### config.mk
export PLATFORM = sky130hd
export DESIGN_NAME = rv32m_div_sequencer
export DESIGN_NICKNAME = d
export VERILOG_FILES = /design/src/rtl/rv32m_pkg.sv /design/src/rtl/rv32m_div_step.sv /design/src/rtl/rv32m_div_sequencer.sv
export SDC_FILE = /design/constraint.sdc
export NUM_CORES = 1
export LEC_CHECK = 0
export ABC_AREA = 0
export CAP_MARGIN = 40
export CORE_MARGIN = 2
export CORE_UTILIZATION = 35
export CTS_CLUSTER_SIZE = 28
export DETAILED_ROUTE_END_ITERATION = 6
export SETUP_SLACK_MARGIN = 0.05
export SLEW_MARGIN = 20
export SYNTH_ARGS = -nofsm -noshare
export SYNTH_HDL_FRONTEND = slang
export SYNTH_HIERARCHICAL = 1
export SYNTH_SLANG_ARGS = --single-unit
### constraint.sdc
create_clock -name clk -period 10.63 [get_ports clk]
set_clock_uncertainty 0.1 [all_clocks]
set_input_delay 3.189 -clock clk [delete_from_list [all_inputs] [get_ports clk]]
set_output_delay 3.189 -clock clk [all_outputs]
set_load 0.01 [all_outputs]
### src/rtl/rv32m_pkg.sv
// ============================================================================
// Module      : rv32m_pkg
// Description : Shared types and constants for the RV32M divide sequencer.
// Revision    : 1.0 - initial release
// ============================================================================
`default_nettype none

package rv32m_pkg;

    typedef enum logic [1:0] {
        ST_IDLE = 2'd0,
        ST_CALC = 2'd1,
        ST_DONE = 2'd2
    } div_state_e;

    localparam logic [2:0] FUNCT3_DIV  = 3'b100;
    localparam logic [2:0] FUNCT3_DIVU = 3'b101;
    localparam logic [2:0] FUNCT3_REM  = 3'b110;
    localparam logic [2:0] FUNCT3_REMU = 3'b111;

    localparam int DIV_ITERATIONS = 32;

    // Magnitude of a value that is only two's-complement when sgn is set.
    function automatic logic [31:0] abs_if_signed(input logic [31:0] v, input logic sgn);
        return (sgn && v[31]) ? (~v + 32'd1) : v;
    endfunction

endpackage

`default_nettype wire

### src/rtl/rv32m_div_step.sv
// ============================================================================
// Module      : rv32m_div_step
// Description : One combinational restoring shift-subtract divide iteration.
// Revision    : 1.0 - initial release
// ============================================================================
`default_nettype none

module rv32m_div_step (
    input  logic [31:0] i_rem,
    input  logic [31:0] i_quot,
    input  logic [31:0] i_divisor,
    output logic [31:0] o_rem,
    output logic [31:0] o_quot
);

    logic [32:0] w_shifted;
    logic [33:0] w_diff;

    always_comb begin
        w_shifted = {i_rem, i_quot[31]};
        w_diff    = {1'b0, w_shifted} - {2'b00, i_divisor};
        // Bit 33 is the borrow: set means the trial subtract must be undone.
        if (w_diff[33]) begin
            o_rem  = w_shifted[31:0];
            o_quot = {i_quot[30:0], 1'b0};
        end else begin
            o_rem  = w_diff[31:0];
            o_quot = {i_quot[30:0], 1'b1};
        end
    end

endmodule

`default_nettype wire

### src/rtl/rv32m_div_sequencer.sv
// ============================================================================
// Module      : rv32m_div_sequencer
// Description : Multi-cycle RV32M DIV/DIVU/REM/REMU sequencer (32 iterations).
//               Optional last-result cache enabled by DIV_RESULT_CACHE_EN.
// Revision    : 1.0 - initial release
// ============================================================================
`default_nettype none

module rv32m_div_sequencer
    import rv32m_pkg::*;
(
    input  logic        clk,
    input  logic        rst,
    input  logic        i_valid,
    input  logic [2:0]  i_funct3,
    input  logic [31:0] i_rs1,
    input  logic [31:0] i_rs2,
    input  logic        i_flush,
    output logic        o_busy,
    output logic        o_valid,
    output logic [31:0] o_result
);

    localparam logic [4:0] c_last_iter = 5'(DIV_ITERATIONS - 1);

    div_state_e  r_state;
    div_state_e  w_state_next;
    logic [4:0]  r_count;
    logic [31:0] r_rs1;
    logic [31:0] r_rs2;
    logic        r_signed;
    logic        r_is_rem;
    logic [31:0] r_rem;
    logic [31:0] r_quot;
    logic [31:0] r_divisor;
    logic [31:0] r_q_final;
    logic [31:0] r_r_final;

    logic        w_accept;
    logic        w_signed;
    logic        w_is_rem;
    logic        w_div_zero;
    logic        w_overflow;
    logic        w_hit;
    logic        w_calc_last;
    logic        w_neg_q;
    logic        w_neg_r;
    logic [31:0] w_rem_next;
    logic [31:0] w_quot_next;
    logic [31:0] w_hit_q;
    logic [31:0] w_hit_r;

    assign w_accept    = (r_state == ST_IDLE) && i_valid && !i_flush;
    assign w_signed    = (i_funct3 == FUNCT3_DIV) || (i_funct3 == FUNCT3_REM);
    assign w_is_rem    = (i_funct3 == FUNCT3_REM) || (i_funct3 == FUNCT3_REMU);
    assign w_div_zero  = (i_rs2 == 32'd0);
    assign w_overflow  = w_signed && (i_rs1 == 32'h8000_0000) && (i_rs2 == 32'hFFFF_FFFF);
    assign w_calc_last = (r_count == c_last_iter);
    assign w_neg_q     = r_signed && (r_rs1[31] ^ r_rs2[31]);
    assign w_neg_r     = r_signed && r_rs1[31];

    rv32m_div_step u_step (
        .i_rem     (r_rem),
        .i_quot    (r_quot),
        .i_divisor (r_divisor),
        .o_rem     (w_rem_next),
        .o_quot    (w_quot_next)
    );

`ifdef DIV_RESULT_CACHE_EN
    logic        r_c_valid;
    logic [31:0] r_c_rs1;
    logic [31:0] r_c_rs2;
    logic        r_c_signed;
    logic [31:0] r_c_q;
    logic [31:0] r_c_r;

    assign w_hit   = r_c_valid && (i_rs1 == r_c_rs1) && (i_rs2 == r_c_rs2) && (w_signed == r_c_signed);
    assign w_hit_q = r_c_q;
    assign w_hit_r = r_c_r;

    // Only results that were actually delivered are remembered.
    always_ff @(posedge clk) begin
        if (rst) begin
            r_c_valid  <= 1'b0;
            r_c_rs1    <= 32'd0;
            r_c_rs2    <= 32'd0;
            r_c_signed <= 1'b0;
            r_c_q      <= 32'd0;
            r_c_r      <= 32'd0;
        end else if (r_state == ST_DONE && !i_flush) begin
            r_c_valid  <= 1'b1;
            r_c_rs1    <= r_rs1;
            r_c_rs2    <= r_rs2;
            r_c_signed <= r_signed;
            r_c_q      <= r_q_final;
            r_c_r      <= r_r_final;
        end
    end
`else
    assign w_hit   = 1'b0;
    assign w_hit_q = 32'd0;
    assign w_hit_r = 32'd0;
`endif

    always_ff @(posedge clk) begin
        if (rst) begin
            r_state <= ST_IDLE;
        end else begin
            r_state <= w_state_next;
        end
    end

    always_comb begin
        w_state_next = r_state;
        o_busy       = 1'b0;
        o_valid      = 1'b0;
        o_result     = 32'd0;
        case (r_state)
            ST_IDLE: begin
                o_busy = w_accept;
                if (w_accept) begin
                    w_state_next = (w_div_zero || w_overflow || w_hit) ? ST_DONE : ST_CALC;
                end
            end
            ST_CALC: begin
                o_busy = 1'b1;
                if (w_calc_last) begin
                    w_state_next = ST_DONE;
                end
            end
            ST_DONE: begin
                o_busy       = 1'b1;
                o_valid      = !i_flush;
                o_result     = i_flush ? 32'd0 : (r_is_rem ? r_r_final : r_q_final);
                w_state_next = ST_IDLE;
            end
            default: begin
                w_state_next = ST_IDLE;
            end
        endcase
        if (i_flush) begin
            w_state_next = ST_IDLE;
        end
    end

    always_ff @(posedge clk) begin
        if (rst) begin
            r_count   <= 5'd0;
            r_rs1     <= 32'd0;
            r_rs2     <= 32'd0;
            r_signed  <= 1'b0;
            r_is_rem  <= 1'b0;
            r_rem     <= 32'd0;
            r_quot    <= 32'd0;
            r_divisor <= 32'd0;
            r_q_final <= 32'd0;
            r_r_final <= 32'd0;
        end else if (w_accept) begin
            r_count   <= 5'd0;
            r_rs1     <= i_rs1;
            r_rs2     <= i_rs2;
            r_signed  <= w_signed;
            r_is_rem  <= w_is_rem;
            r_rem     <= 32'd0;
            r_quot    <= abs_if_signed(i_rs1, w_signed);
            r_divisor <= abs_if_signed(i_rs2, w_signed);
            if (w_div_zero) begin
                r_q_final <= 32'hFFFF_FFFF;
                r_r_final <= i_rs1;
            end else if (w_overflow) begin
                r_q_final <= 32'h8000_0000;
                r_r_final <= 32'd0;
            end else if (w_hit) begin
                r_q_final <= w_hit_q;
                r_r_final <= w_hit_r;
            end
        end else if (r_state == ST_CALC && !i_flush) begin
            r_rem   <= w_rem_next;
            r_quot  <= w_quot_next;
            r_count <= r_count + 5'd1;
            // Final iteration: apply RISC-V sign rules to the magnitudes.
            if (w_calc_last) begin
                r_q_final <= w_neg_q ? (~w_quot_next + 32'd1) : w_quot_next;
                r_r_final <= w_neg_r ? (~w_rem_next + 32'd1) : w_rem_next;
            end
        end
    end

endmodule

`default_nettype wire

== After elaboration in Yosys (flattened, before gate mapping) ==
Cells that the tools add are included.
Word-level totals
  logic and storage cells: 82
  bits of input ports: 71
  register bits: 233
  output and inout bits: 34
Operators by class
  add/sub/neg operators: 6
  equal/unequal tests: 11
  mux-type cells: 27
  bitwise logic cells: 5
  reduce and logical (&&, ||, !) cells: 22
Operators with widths (count)
  two-way mux 32 bit: 20
  adder 32 x 1 -> 32 bit (second input constant): 4
  inverter 32 bit: 4
  equality test 32 bit (second input constant): 2
  subtractor 33 x 32 -> 34 bit: 1
  zero test 32 bit: 1
  equality test 3 bit (second input constant): 3
  logical AND 1 bit: 9
  two-way mux 2 bit: 3
  OR reduction 2 bit: 3
  adder 5 x 1 -> 5 bit (second input constant): 1
  equality test 5 bit (second input constant): 1
  inequality test 2 bit (second input constant): 2
  one-hot mux 2 bit (2 select lines): 1
  nonzero test 2 bit: 2
  logical OR 1 bit: 3
  inequality test 3 x 1 -> 1 bit (second input constant): 1
  AND reduction 3 bit: 1
  equality test 2 x 1 -> 1 bit (second input constant): 1
  equality test 2 bit (second input constant): 1
  zero test 2 bit: 1
  two-way mux 1 bit: 2
  one-hot mux 1 bit (2 select lines): 1
  AND reduction 2 bit: 1
  2 further kinds: 2

== Logic depth before layout (Yosys ltp) ==
Gate-level depths: netlist of the first run.
  depth after elaboration: 8
  depth in mapped cells: 21
  depth with buffers taken out: 18

== Hierarchy ==
Netlist of the first run, hierarchy kept.
By module, submodules not included
  rv32m_div_sequencer: instances 1, sequential area each 3423.3 um2, area each 10070.9 um2, cells each 1307
  rv32m_div_step: instances 1, sequential area each 0.0 um2, area each 2662.6 um2, cells each 404

== Least setup slack after synthesis of the first run ==
Ideal clock, no wire load.
  path type: input-to-output
  from: input i_valid
  to: output o_busy
  path slack: 3.000 ns
  arrival time: 4.341 ns
  required time: 7.341 ns
  stages: 6
  cell sequence: nand2_1 > nor2_1 > clkbuf_1 > buf_1 > nor2_1 > nor2_1
On the way
  longest elaborated chain between the ends: 3
RTL lines
  from (decl): line rv32m_div_sequencer.sv:14  | input logic i_valid,
  logical AND 1 bit (2 in series): line rv32m_div_sequencer.sv:53  | assign w_accept = (r_state == ST_IDLE) && i_valid && !i_flush;
  one-hot mux 1 bit (2 select lines): line rv32m_div_sequencer.sv:119  | case (r_state)
  to (decl): line rv32m_div_sequencer.sv:19  | output logic o_busy,
Every way passes these cells.

== Final worst setup path of the first run ==
  from: input i_flush
  to: output o_result[20]
On the way
  longest elaborated chain between the ends: 2
RTL lines
  from (decl): line rv32m_div_sequencer.sv:18  | input logic i_flush,
  two-way mux 32 bit: line rv32m_div_sequencer.sv:135  | o_result = i_flush ? 32'd0 : (r_is_rem ? r_r_final : r_q_final);
  two-way mux 32 bit: line rv32m_div_sequencer.sv:119
  to (decl): line rv32m_div_sequencer.sv:21  | output logic [31:0] o_result
Every way passes these cells.

==> results of run 1 <==
flip-flops by register name, indices dropped and copies added, names as in the netlist:
register   flops
r_r_final     32
r_state        2
r_count        5
r_divisor     31
r_quot        32
r_q_final     32
r_rs1          1
r_rem         32
r_is_rem       1
r_signed       1
r_rs2          2
final cells by class:
type                       count  area (µm²)  share of cell area, %
inverter                      68         255                   1.74
clock buffer                  19         443                   3.03
sequential                   171        3420                   23.4
clock inverter                11         185                   1.27
multi-input combinational   1324        8370                   57.2
tap                          461         577                   3.94
timing repair buffer         137        1380                   9.42
where the power goes:
| part | switching, mW | internal (mW) |
|---|---|---|
| clock | 0.287 | 0.403 |
| sequential | 0.0220 | 0.660 |
| combinational | 0.209 | 0.132 |
worst register-to-register path, stage by stage, from the launching register on:
cell,delay [ns]
dfxtp_1,0.41
inv_1,0.08
ha_1,0.36
a21oi_1,0.27
o211ai_1,0.14
a21oi_1,0.28
o22ai_1,0.16
nor3_4,0.58
buf_4,0.44
inv_2,0.30
nor2_1,0.17
a21oi_1,0.12
inv_1,0.12
ha_1,0.16
or3b_2,0.56
nor4_1,0.60
a21oi_1,0.18
xnor2_1,0.26
o22ai_1,0.16
o211a_1,0.18
layer usage:
layer / up-vias / GRT usage [%] / wire (µm)
met2: 429 / 35.2 / 19200
met3: 59 / 2.71 / 2290
met4: 0 / 6.73 / 913
met5: - / 0 / 0
li1: 6137 / - / -
met1: 6025 / 31.0 / 20100
kinds of logic after synthesis:
kind of cell,after synthesis,synth area share (%)
adders and majority gates,44,4.38
DFF,171,26.9
and+or+nand+nor,604,22.0
AOI/OAI and AO/OA,496,26.1
buffers and inverters,216,7.69
muxes,41,3.32
xor gates and xnor gates,139,9.56
placed cells by master, fill, tap and decap left out, types with 5 or more instances in the layout:
cell	count
nand2b_1	7
nor2_1	178
and3_1	10
a21o_1	12
a31oi_1	32
a221oi_1	11
o41ai_1	10
clkdlybuf4s50_1	103
nand3_1	29
dfxtp_1	170
o21ai_0	74
a41oi_1	7
nor4_1	19
or3_1	8
ha_1	43
a21oi_1	151
a311oi_1	28
and4b_1	5
o211a_1	17
xnor2_1	87
mux2i_1	37
clkbuf_16	17
or4_1	12
nand2_1	239
o22ai_1	22
o31ai_1	33
and2_1	7
nor3_1	29
and4_1	6
xor2_1	52
o21a_1	6
inv_1	66
buf_4	23
nand4_1	20
a211oi_1	28
o221ai_1	17
how the worst min path moves through the flow:
stage	from	end	slack, ns	cells past startpoint
finish	r_divisor[29]	r_divisor[29]	0.36	2
global route	r_q_final[0]	r_q_final[0]	0.38	2
CTS	r_q_final[11]	r_q_final[11]	0.36	2
detailed placement	r_q_final[11]	r_q_final[11]	0.35	2
global placement	r_divisor[29]	r_divisor[29]	0.34	2
floorplan	r_divisor[21]	r_divisor[21]	0.33	2
metrics by stage:
| stage | util [%] | hold WS, ns |
|---|---|---|
| floorplan | - | 0.325 |
| global placement | 38.7 | 0.338 |
| detailed placement | 39.0 | 0.347 |
| CTS | 40.8 | 0.357 |
| global route | 40.9 | 0.381 |
| finish | 40.9 | 0.360 |
==> qor.csv, run 1 <==
metric,value,unit
outcome,"finished, final reports clean",
hp-class,reg -> reg,
setup_viol,0,
grt_pass1_vias,11900,
yosys_warnings,6,
root_buffer,clkbuf_16,
arrival,4.98,ns
cap_viol_max_count,0,
final_cells,2191,
endpoint_kind,primary output,
ys_top_cells_by_area,"dfxtp_1, nand2_1, xnor2_1",
grt_pass1_wl,67100,µm
cts_setup_buffers,0,
synth_top_area_share,26.9,%
synth_cell_types,84,
core_area,35700,µm²
drcViolationCount,0,
critPathRequiredTime,7.34,ns
clock_latency,0.44,ns
fp-row-count,69,
drive_above_1_share,6.18,%
p_leak,5.39,nW
syn_avg_cell_area,7.44,µm²
drt-total-wl,42500,µm
grt_max_degree,75,
final_nets,1834,
slew_violations,0,
hpwl,31300,µm
num_vias,12700,
setup_ws,2.36,ns
pre_cts_ws,2.33,ns
tightest_slew,0.849,ns
initial_utilization,35.6,%
numCtsBuffers,17,
die_w,195,µm
final_cell_area,14600,µm²
syn-cell-area,12700,µm²
synth_seq_cells,171,
routedWlPerCell,19.4,µm
place.gp.congestion,0.878,
crit_path_start_kind,input port,
cts_hold_buffers,0,
crit_chain,clkdlybuf4s50_1 > nand2b_1 > buf_4 > nor2_1 > clkdlybuf4s50_1,
synth_flop_cell,dfxtp_1,
cp_max_fo,33,
dp.cells,2158,
first_pass_iters,7,
critPathBufInv,3,
synth-edff-count,0,
peakVddDrop,105,µV
powerDensity,117,nW/µm²
die_h,195,µm
crit_end,o_result[20],
reg2reg_to,r_r_final[16],
vias_per_cell,5.77,
ant_nets,0,
cp_slowest_stage_delay,0.66,ns
tritoncts,yes,
antenna_found_initial,0,
path_common_cell,clkdlybuf4s50_1,
grt_usage,22.0,%
netlist_top_cells_count,"nand2_1, nor2_1, dfxtp_1, a21oi_1, xnor2_1",
p_total,1.71,mW
n_fill_cell,3690,
cts.sinks,171,
io_buffers,104,
r2r_setup_slack,4.91,ns
r2r_cells,19,
clk_pin_slew,0.07,ns
synth_area_leader_cell,dfxtp_1,
hold_violations,0,
crit_start,i_flush,
synthArstFlopShare,0,%
relSlewSlack,42.9,%
setup.worst_path.class,in -> out,
slowest_stage,clkdlybuf4s50_1,
fin_crit_sh,77.8,%
htreeDepth,4,
fmax,121,MHz
syn_nets,1826,
crit_cells,5,
cts_resized,0,
die_area,37900,µm²
rsz0062_at_grt,no,
yosysSeqAreaShare,26.9,%
dr.first_iter.drc_count,1088,
synth.most_common_cell,nand2_1,
critPathTopFamily,buffers and inverters,
num_io_pins,105,
clk_path_buf_depth,2,
fin_tns_setup,0,ns
r2r_start,r_divisor[22],
synthCells,1711,
period_needed,8.27,ns
area_growth,14.9,%
n_antenna_cell,0,
placed_area,14000,µm²
gr-total-overflow,0,
Power figures use the tool's default switching activity.
==> run 2, diff against run 1 <==
Clock period 10.63 ns to 6.85 ns, I/O delays scaled along.
==> qor.csv, run 2 (synthesized netlist as in run 1, its figures left out) <==
metric,value,unit
dr.first_iter.drc_count,1099,
endpoint_kind,primary output,
period_needed,5.98,ns
grt_pass1_vias,11700,
tritoncts,yes,
tightest_slew,0.848,ns
cap_viol_max_count,0,
p_int,1.79,mW
path_common_cell,clkdlybuf4s50_1,
vias_per_cell,5.72,
arrival,3.82,ns
num_vias,12600,
drive_above_1_share,6.56,%
clk_pin_slew,0.07,ns
clk_path_buf_depth,2,
seqPwrFrac,40.6,%
cts.sinks,171,
cp_max_fo,33,
final_cell_area,14600,µm²
die_h,195,µm
powerDensity,178,nW/µm²
hold_path_depth,2,
cts_setup_buffers,0,
drt-total-wl,42000,µm
io_buffers,104,
area_growth,14.9,%
power_switching_share,31.5,%
critPathRequiredTime,4.70,ns
pwr-share-clk,39.2,%
slew_violations,0,
die_area,37900,µm²
cp_slowest_stage_delay,0.65,ns
outcome,"finished, final reports clean",
r2r_cells,19,
place.gp.congestion,0.878,
mostFrequentLayoutCell,nand2_1,
grt_pass1_wl,66100,µm
peakVddDrop,184,µV
fp-row-count,69,
gr-total-overflow,0,
grt_max_degree,74,
fin_tns_setup,0,ns
rsz0062_at_grt,no,
hp-class,reg -> reg,
cts_resized,0,
mostFrequentLayoutCells,"nand2_1, nor2_1, dfxtp_1",
core_area,35700,µm²
num_io_pins,105,
drcViolationCount,0,
final_nets,1839,
die_w,195,µm
fin_crit_sh,87.3,%
hpwl,31400,µm
placed_area,14000,µm²
fmax,167,MHz
initial_utilization,35.6,%
p_leak,5.41,nW
relSlewSlack,42.9,%
clock_latency,0.45,ns
grt_usage,21.8,%
slowest_stage,clkdlybuf4s50_1,
hold_violations,0,
numCtsBuffers,17,
p_switching,0.822,mW
routedWlPerCell,19.1,µm
ant_nets,0,
antenna_found_initial,0,
htreeDepth,4,
p_comb_share,20.2,%
p_total,2.61,mW
cts_hold_buffers,0,
first_pass_iters,6,
n_antenna_cell,0,
setup_viol,0,
crit_chain,clkdlybuf4s50_1 > nand2b_1 > buf_4 > nor2_1 > clkdlybuf4s50_1,
root_buffer,clkbuf_16,
setup.worst_path.class,in -> out,
crit_path_start_kind,input port,
[run 2: cell count changes in the layout (fill, tap and decap cells not counted), moves of 2 or more]
cell / before / now
buf_4: 23 / 30
bufinv_16: 4 / 2
clkinv_2: 0 / 2
inv_6: 1 / 3
[run 2: per-layer routing]
layer / share of wire (%) / global-route usage (%)
met1: 47 / 30.9
met2: 45 / 34.1
met3: 5.6 / 2.78
met4: 2.4 / 7.35
met5: 0 / 0
[run 2: critical path: cells and delay by family]
| kind | cells | cell delay (ns) |
|---|---|---|
| buffers and inverters | 3 | 1.48 |
| AND/OR/NAND/NOR | 2 | 0.26 |
[run 2: final timing paths]
check,from,end,slack [ns]
setup / recovery,i_flush,o_result[21],0.87
hold / removal,r_divisor[31],r_divisor[31],0.36
setup reg to reg,r_divisor[22],r_r_final[16],1.25
hold reg to reg,r_divisor[31],r_divisor[31],0.36
[run 2: final cells by class]
type	instances	area, µm²
clock inverter	13	159
sequential	171	3420
clock buffer	19	443
inverter	68	255
fill	3710	21100
timing repair buffer	142	1410
multi-input combinational	1324	8370
tap	461	577
[run 2: stage by stage]
step	cells	utilization (%)	setup slack [ns]	hold WS [ns]
after floorplan	1711	-	1.49	0.325
after global placement	2157	38.8	0.900	0.341
after detailed placement	2164	39.2	0.852	0.348
after CTS	2196	40.9	0.852	0.357
after global routing	2198	40.9	0.760	0.379
final	2198	40.9	0.871	0.359
[run 2: power groups by stage]
stage | clock network [mW] | logic, mW | registers (mW)
floorplan | 0 | 0.377 | 1.06
global placement | 0 | 0.503 | 1.08
detailed placement | 0 | 0.517 | 1.08
CTS | 1.04 | 0.520 | 1.06
global route | 1.08 | 0.576 | 1.06
finish | 1.02 | 0.527 | 1.06
